**src/rtl/vram_arbiter.sv**
```systemverilog
// vram_arbiter: single-port video-RAM arbiter. Priority order: VGA scan-out fetch, then the CPU write FIFO, then the fill engine.
// Define VRAM_FILL_EN to build the hardware fill engine. When it is undefined, only VGA and FIFO grants exist.
`timescale 1ns/1ps
module vram_arbiter #(
    parameter int ADDR_W     = 10,
    parameter int DATA_W     = 3,
    parameter int FIFO_DEPTH = 4
) (
    input  logic              Clock,
    input  logic              Reset,
    input  logic              iCpuWrEn,
    input  logic [ADDR_W-1:0] iCpuWrAddr,
    input  logic [DATA_W-1:0] iCpuWrData,
    output logic              oCpuBusy,
    input  logic              iVgaRdEn,
    input  logic [ADDR_W-1:0] iVgaRdAddr,
    output logic [DATA_W-1:0] oVgaRdData,
    output logic              oVgaRdValid,
    input  logic              iFillStart,
    input  logic [DATA_W-1:0] iFillColor,
    output logic              oFillBusy,
    output logic [ADDR_W-1:0] oRamAddr,
    output logic              oRamWrEn,
    output logic [DATA_W-1:0] oRamWrData,
    input  logic [DATA_W-1:0] iRamRdData
);

    localparam int PTR_W   = $clog2(FIFO_DEPTH);
    localparam int CNT_W   = $clog2(FIFO_DEPTH + 1);
    localparam int ENTRY_W = ADDR_W + DATA_W;

    logic [ENTRY_W-1:0] fifoMem_q [FIFO_DEPTH];
    logic [PTR_W-1:0]   wrPtr_q, wrPtr_d;
    logic [PTR_W-1:0]   rdPtr_q, rdPtr_d;
    logic [CNT_W-1:0]   count_q, count_d;
    logic               vgaValid_q;

    logic               fifoFull;
    logic               fifoEmpty;
    logic               push;
    logic               pop;
    logic               fifoGnt;
    logic               fillGnt;
    logic               fillBusy;
    logic [ADDR_W-1:0]  fillAddr;
    logic [DATA_W-1:0]  fillColor;
    logic [ADDR_W-1:0]  headAddr;
    logic [DATA_W-1:0]  headData;

    assign fifoFull  = (count_q == CNT_W'(FIFO_DEPTH));
    assign fifoEmpty = (count_q == '0);
    assign oCpuBusy  = fifoFull || fillBusy;
    assign oFillBusy = fillBusy;
    assign push      = iCpuWrEn && !oCpuBusy;
    assign fifoGnt   = !iVgaRdEn && !fifoEmpty;
    assign pop       = fifoGnt;
    assign {headAddr, headData} = fifoMem_q[rdPtr_q];

    assign oVgaRdData  = iRamRdData;
    assign oVgaRdValid = vgaValid_q;

    always_comb begin
        wrPtr_d = wrPtr_q;
        rdPtr_d = rdPtr_q;
        count_d = count_q;
        if (push) begin
            wrPtr_d = wrPtr_q + 1'b1;
        end
        if (pop) begin
            rdPtr_d = rdPtr_q + 1'b1;
        end
        case ({push, pop})
            2'b10:   count_d = count_q + 1'b1;
            2'b01:   count_d = count_q - 1'b1;
            default: count_d = count_q;
        endcase
    end

    always_ff @(posedge Clock) begin
        if (Reset) begin
            wrPtr_q    <= '0;
            rdPtr_q    <= '0;
            count_q    <= '0;
            vgaValid_q <= 1'b0;
        end else begin
            wrPtr_q    <= wrPtr_d;
            rdPtr_q    <= rdPtr_d;
            count_q    <= count_d;
            vgaValid_q <= iVgaRdEn;
        end
    end

    // Storage needs no reset: the pointers and count alone decide what is queued.
    always_ff @(posedge Clock) begin
        if (push) begin
            fifoMem_q[wrPtr_q] <= {iCpuWrAddr, iCpuWrData};
        end
    end

    always_comb begin
        oRamAddr   = '0;
        oRamWrEn   = 1'b0;
        oRamWrData = '0;
        if (iVgaRdEn) begin
            oRamAddr = iVgaRdAddr;
        end else if (fifoGnt) begin
            oRamAddr   = headAddr;
            oRamWrEn   = 1'b1;
            oRamWrData = headData;
        end else if (fillGnt) begin
            oRamAddr   = fillAddr;
            oRamWrEn   = 1'b1;
            oRamWrData = fillColor;
        end
    end

`ifdef VRAM_FILL_EN
    localparam logic [1:0] ST_IDLE  = 2'd0;
    localparam logic [1:0] ST_DRAIN = 2'd1;
    localparam logic [1:0] ST_FILL  = 2'd2;

    logic [1:0]        state_q, state_d;
    logic [ADDR_W-1:0] fillAddr_q, fillAddr_d;
    logic [DATA_W-1:0] fillColor_q, fillColor_d;

    assign fillBusy  = (state_q != ST_IDLE);
    assign fillGnt   = (state_q == ST_FILL) && !iVgaRdEn && fifoEmpty;
    assign fillAddr  = fillAddr_q;
    assign fillColor = fillColor_q;

    // The fill ends after the write to the last address, when the counter wraps to zero.
    always_comb begin
        state_d     = state_q;
        fillAddr_d  = fillAddr_q;
        fillColor_d = fillColor_q;
        case (state_q)
            ST_IDLE: begin
                if (iFillStart) begin
                    fillColor_d = iFillColor;
                    fillAddr_d  = '0;
                    state_d     = ST_DRAIN;
                end
            end
            ST_DRAIN: begin
                if (fifoEmpty) begin
                    state_d = ST_FILL;
                end
            end
            ST_FILL: begin
                if (fillGnt) begin
                    fillAddr_d = fillAddr_q + 1'b1;
                    if (fillAddr_q == {ADDR_W{1'b1}}) begin
                        state_d = ST_IDLE;
                    end
                end
            end
            default: state_d = ST_IDLE;
        endcase
    end

    always_ff @(posedge Clock) begin
        if (Reset) begin
            state_q     <= ST_IDLE;
            fillAddr_q  <= '0;
            fillColor_q <= '0;
        end else begin
            state_q     <= state_d;
            fillAddr_q  <= fillAddr_d;
            fillColor_q <= fillColor_d;
        end
    end
`else
    logic unusedFill;

    assign unusedFill = ^{iFillStart, iFillColor};
    assign fillBusy   = 1'b0;
    assign fillGnt    = 1'b0;
    assign fillAddr   = '0;
    assign fillColor  = '0;
`endif

endmodule

```
**config.mk**
```make
export PLATFORM = sky130hd
export DESIGN_NAME = vram_arbiter
export DESIGN_NICKNAME = d
export VERILOG_FILES = /design/src/rtl/vram_arbiter.sv
export SDC_FILE = /design/constraint.sdc
export NUM_CORES = 1
export LEC_CHECK = 0
export ABC_AREA = 1
export CORE_MARGIN = 3
export CORE_UTILIZATION = 50
export CTS_CLUSTER_SIZE = 28
export DETAILED_ROUTE_END_ITERATION = 10
export GPL_TIMING_DRIVEN = 1
export PLACE_DENSITY = 0.79
export SLEW_MARGIN = 20
export SYNTH_ARGS = -nofsm -noshare
export SYNTH_HDL_FRONTEND = slang
export SYNTH_SLANG_ARGS = --single-unit
```
**constraint.sdc**
```tcl
create_clock -name Clock -period 4.75 [get_ports Clock]
set_input_delay 0.475 -clock Clock [delete_from_list [all_inputs] [get_ports Clock]]
set_output_delay 0.475 -clock Clock [all_outputs]
set_load 0.02 [all_outputs]
```
# == After elaboration in Yosys (flattened, before gate mapping) ==
# Memory sizes are Yosys's and may differ from the RTL's. A register that Yosys moved wholly into a read port is not among the register bits.
# Index checks and enable logic that the tools add are counted.
# totals
reg_bits,8
latch_bits,0
ram_bits,52
rom_bits,0
inputBits,34
output_inout_bits,20
wordCells,30
mem_count,1
# classes
add_sub_neg,4
n_mul,0
n_div,0
n_lt_le_gt_ge,0
eq_ne,3
n_shift,0
n_mux,11
bitwise_logic,0
reduce_logical,7
# mem_list
name,depth,width,rd,rd_clocked_by_memory_dff,write_ports,line_no,text
fifoMem_q,4,13,1,1,1,32,logic [ENTRY_W-1:0] fifoMem_q [FIFO_DEPTH];
# ops
operator,n
2-to-1 mux 10 bit,2
2-to-1 mux 3 bit,2
case mux 3 bit (2 select lines),1
"adder 2 x 1 -> 2 bit, second input constant",2
2-to-1 mux 1 bit,4
2-to-1 mux 2 bit,2
"adder 3 x 1 -> 3 bit, second input constant",1
"equality test 3 bit, second input constant",1
logical NOT 1 bit,3
logical NOT 3 bit,1
"subtractor 3 x 1 -> 3 bit, second input constant",1
"equality test 2 x 1 -> 1 bit, second input constant",1
"equality test 2 bit, second input constant",1
logical AND 1 bit,2
nonzero test 2 bit,1

# == Depth between registers and ports, before layout ==
# depth
ltp_word,5
depth_mapped,14
mapped_depth_nobuf,13

# == Worst setup path after synthesis ==
# Ideal clock, no wire load.
# synth_timing
path_kind,input port to flip-flop
from,input port iVgaRdEn
to,register count_q[2]
setup_ns,0.113
arrival_time_ns,1.749
required_ns,4.637
slack_ns,2.889
path_stages,13
path_buffers,1
cell_sequence,inv_1 -> nand2_4 -> inv_2 -> buf_6 -> ha_1 -> inv_1 -> fa_1 -> inv_1 -> nand2_1 -> nand3_1 -> nand2_1 -> nand2_1 -> nor2_1
# synth_via
elab_chain_cells,4
word_cells_on_any_way,6
classes_between,eq/ne: 2; mux: 1; reduce/logical: 3
# synth_rtl
element,line_no,text
from (decl),15,"input logic iVgaRdEn,"
logical NOT 1 bit *,55,assign fifoGnt = !iVgaRdEn && !fifoEmpty;
logical AND 1 bit *,55,
equality test 2 x 1 -> 1 bit or equality test 2 bit (tied branches),72,"case ({push, pop})"
case mux 3 bit (2 select lines) or nonzero test 2 bit (tied branches),n/a,
to (signal assigned),88,count_q <= count_d;
to (decl),35,"logic [CNT_W-1:0] count_q, count_d;"
# Every way passes the cells marked *; elsewhere a longest branch is shown, timed or not.
# A chain may end at the register's enable or synchronous reset.

# == Worst setup path after layout ==
# layout_timing
from,input port iVgaRdEn
to,output port oRamAddr[2]
# layout_via
elab_chain_cells,4
# layout_rtl
element,line_no,text
logical NOT 1 bit,55,
logical AND 1 bit,55,
2-to-1 mux 10 bit,106,end else if (fifoGnt) begin
2-to-1 mux 10 bit *,104,if (iVgaRdEn) begin
to (decl),22,"output logic [ADDR_W-1:0] oRamAddr,"
# Marked as above.

==> summary.json <==
{
  "outcome": {
    "outcome": "complete, no violations"
  },
  "timing": {
    "setup_violations": 0,
    "fin_setup_tns_ns": 0,
    "layout_min_cycle_time_ns": 3.13,
    "setup_repair_after_global_routing_missed_its_margin": "false",
    "fin_skew_ns": 0.00875,
    "max-slew-margin-rel_pct": 35.3,
    "fin_hold_ws_ns": 0.507,
    "timing.final.max_slew_violations": 0,
    "finalCritPeriodShare_pct": 65.9,
    "maxClockFrequency_ghz": 0.319,
    "worst_slew_pin_slew_ns": 0.970,
    "finalHoldViolCount": 0
  },
  "critical_path": {
    "cpMostUsedCell": "clkdlybuf4s50_1",
    "critical_path_class": "in2out",
    "r2r.worst_path.cells": 13,
    "crit_path_cell_trace": "clkdlybuf4s50_1 > inv_1 > nand2_4 > inv_2 > nand3_1 > nand2_1 > clkdlybuf4s50_1",
    "timing.critical_path.slowest_stage_cell": "clkdlybuf4s50_1",
    "reg2reg_slack_ns": 2.82,
    "cp_max_fanout": 13,
    "cp_num_buf_inv": 4,
    "critPathLaunchType": "input pin",
    "reg2reg_from": "count_q[1]",
    "critPathTopFamily": "buffers and inverters",
    "critPathRequiredTime_ns": 4.28,
    "critical-path-max-stage-delay_ns": 0.71,
    "worst_ep_arrival_ns": 2.66,
    "timing.critical_path.to_type": "primary output",
    "timing.rr.end": "count_q[2]"
  },
  "route": {
    "wirelength_per_cell_um": 14.7,
    "drt_first_iter_violations": 108,
    "route.detailed.drc": 0,
    "dr_total_vias": 1852,
    "route.detailed.vias_per_inst": 5.02,
    "detailedRoute.firstPassIterationCount": 4,
    "routed_wirelength_um": 5410,
    "antenna_violating_nets_post_route": 0
  },
  "floorplanning": {
    "die-width_um": 79.2,
    "ios": 54,
    "fp.dieArea_mm2": 0.00627,
    "placement_rows": 26,
    "floorplan.core_area_mm2": 0.00514,
    "die_y_um": 79.2,
    "start_util_pct": 52.1
  },
  "placement": {
    "dpl.hpwl_um": 3390,
    "port_buffers": 42,
    "gpl.final_weighted_congestion": 0.694
  },
  "synthesis": {
    "ys_types": 21,
    "synth_top_area_share_pct": 58.3,
    "synth_top_cells_by_area": "edfxtp_1 (58%), nand2_1 (10%), dfxtp_1 (7.5%)",
    "mappedNetlistNets": 291,
    "mappedNetlistArea_mm2": 0.00268,
    "ys_ff_latch": 62,
    "synth.yosys.seq_area_share_pct": 65.7,
    "synthDominantAreaCellType": "edfxtp_1",
    "netlist_instances": 251,
    "ys_warn_count": 0,
    "syn-mean-instance-area_um2": 10.7
  },
  "cts": {
    "h-tree-depth": 3,
    "clk_pin_slew_worst_paths_ns": 0.06,
    "cts.path.max_buffers": 2,
    "tritoncts": "built",
    "tritoncts_num_sinks": 62,
    "cts_post_setup_buffers_inserted": 0,
    "insertion_delay_ns": 0.33,
    "postCtsHoldBufs": 0,
    "total_clock_buffers_created_by_cts": 9,
    "clk_root_buffer_cell": "clkbuf_8",
    "cts_repair_resize_count": 0
  },
  "cells_and_area": {
    "diodes": 0,
    "nNetsFinal": 335,
    "finish.utilization_pct": 63.9,
    "syn2layout_area_growth_pct": 22.6,
    "drive_above_1_share_pct": 7.69
  },
  "power_and_ir_drop": {
    "ir_worst_vdd_mv": 0.292,
    "power.density_mw_per_mm2": 481,
    "finalPower_mw": 1.58,
    "leakage_nw": 1.28
  },
  "job": {
    "cap_violations": 0
  },
  "global_route": {
    "grt.overflow.total": 0,
    "grt_pass1_vias": 1844,
    "grt_usage_pct": 18.7,
    "number_of_antenna_violations_at_the_first_check_in_global_routing": 0,
    "grt_max_degree": 28,
    "grt_pass1_wl_um": 8720
  },
  "min_path": {
    "hold_path_depth": 2,
    "holdCritPathClass": "reg2reg",
    "hold_path_startpoint": "wrPtr_q[0]",
    "worst_hold_path.endpoint": "wrPtr_q[0]"
  }
}
-- placed cells by master, fill, tap and decap left out --
master           netlist  layout
o21ai_0                5       5
inv_2                  1       1
inv_4                  1       1
clkbuf_1               0       1
clkinv_2               0       2
o21ai_1                3       3
a21oi_1                8       8
buf_4                  7       4
clkinvlp_4             0       1
ha_1                   5       5
clkdlybuf4s50_1        0      42
edfxtp_1              52      52
nor2_2                 1       1
fa_1                   1       1
conb_1                 1       1
nand2_4                2       2
dfxtp_1               10      10
nand2_1               72      72
nand2_2                1       1
inv_1                 18      18
clkinv_1               0       1
bufinv_16              0       1
clkbuf_8               0       9
nand3_1               35      35
nor2_1                22      22
-- report_power, final --
part,switching (mW),total (mW),internal (mW)
combinational,0.274,0.453,0.179
clock,0.191,0.427,0.236
sequential,0.0507,0.701,0.650
total,0.516,1.58,1.06
-- worst max-delay path by stage --
stage	startpoint	to	cells after the start
detailed placement	iVgaRdEn	oRamAddr[8]	7
finish	iVgaRdEn	oRamAddr[2]	7
CTS	iVgaRdEn	oRamAddr[8]	7
global route	iVgaRdEn	oRamAddr[7]	7
floorplan	iVgaRdEn	count_q[2]	13
global placement	iVgaRdEn	oRamAddr[9]	7
-- worst min-delay path, stage by stage, from the launching register on --
cell and delay, ns:
dfxtp_1 0.33, nand2_1 0.07, a21oi_1 0.05
-- kinds of logic (layout without fill, tap and decap cells) --
logic type               Yosys count  count (layout)  share of synthesized area (%)
flip-flops                        62              62                           65.7
other                              1               1                          0.140
AO/OA/AOI/OAI                     16              16                           2.99
adder cells (fa/ha/maj)            6               6                           3.08
AND/OR/NAND/NOR                  133             133                           21.0
buffers and inverters             33              81                           7.05
-- metal layers --
layer	GRT usage (%)	part of all wire, %	up-vias
li1	-	-	924
met2	32.6	52	63
met4	9.62	2.6	0
met5	0	0	-
met1	21.2	39	847
met3	4.88	6.0	18
-- registers in the layout, summed over array words and instances (netlist names), named ones only --
name / flops
fifoMem_q: 52
wrPtr_q: 2
count_q: 3
oVgaRdValid: 1
rdPtr_q: 2
-- area by class of cell --
class,instances,area [um2]
flip-flops and latches,62,1760
repair buffers,46,450
well taps,70,87.6
fillers,421,1850
clock inverters,5,51.3
multi-input cells,156,729
clock buffers,10,128
inverters,20,77.6
-- through the flow --
step	cells	instance area, um2	setup WS, ns
final	369	3290	1.62
after global routing	369	3290	1.49
after global placement	354	3110	1.65
after detailed placement	354	3110	1.63
after CTS	369	3290	1.62
after floorplan	251	2680	2.89
-- synthesized netlist by cell type --
master and number:
buf_2 1, fa_1 1, inv_2 1, buf_6 4, o21ai_1 3, nand2_2 1
a21oi_1 8, conb_1 1, nand3_1 35, dfxtp_1 10, nor2_1 22, inv_1 18
buf_4 7, edfxtp_1 52, o21ai_0 5, nor2_2 1, nand2_1 72, dlygate4sd1_1 1
nand2_4 2, ha_1 5, inv_4 1
Note: power is estimated with default switching activity, not from simulation.
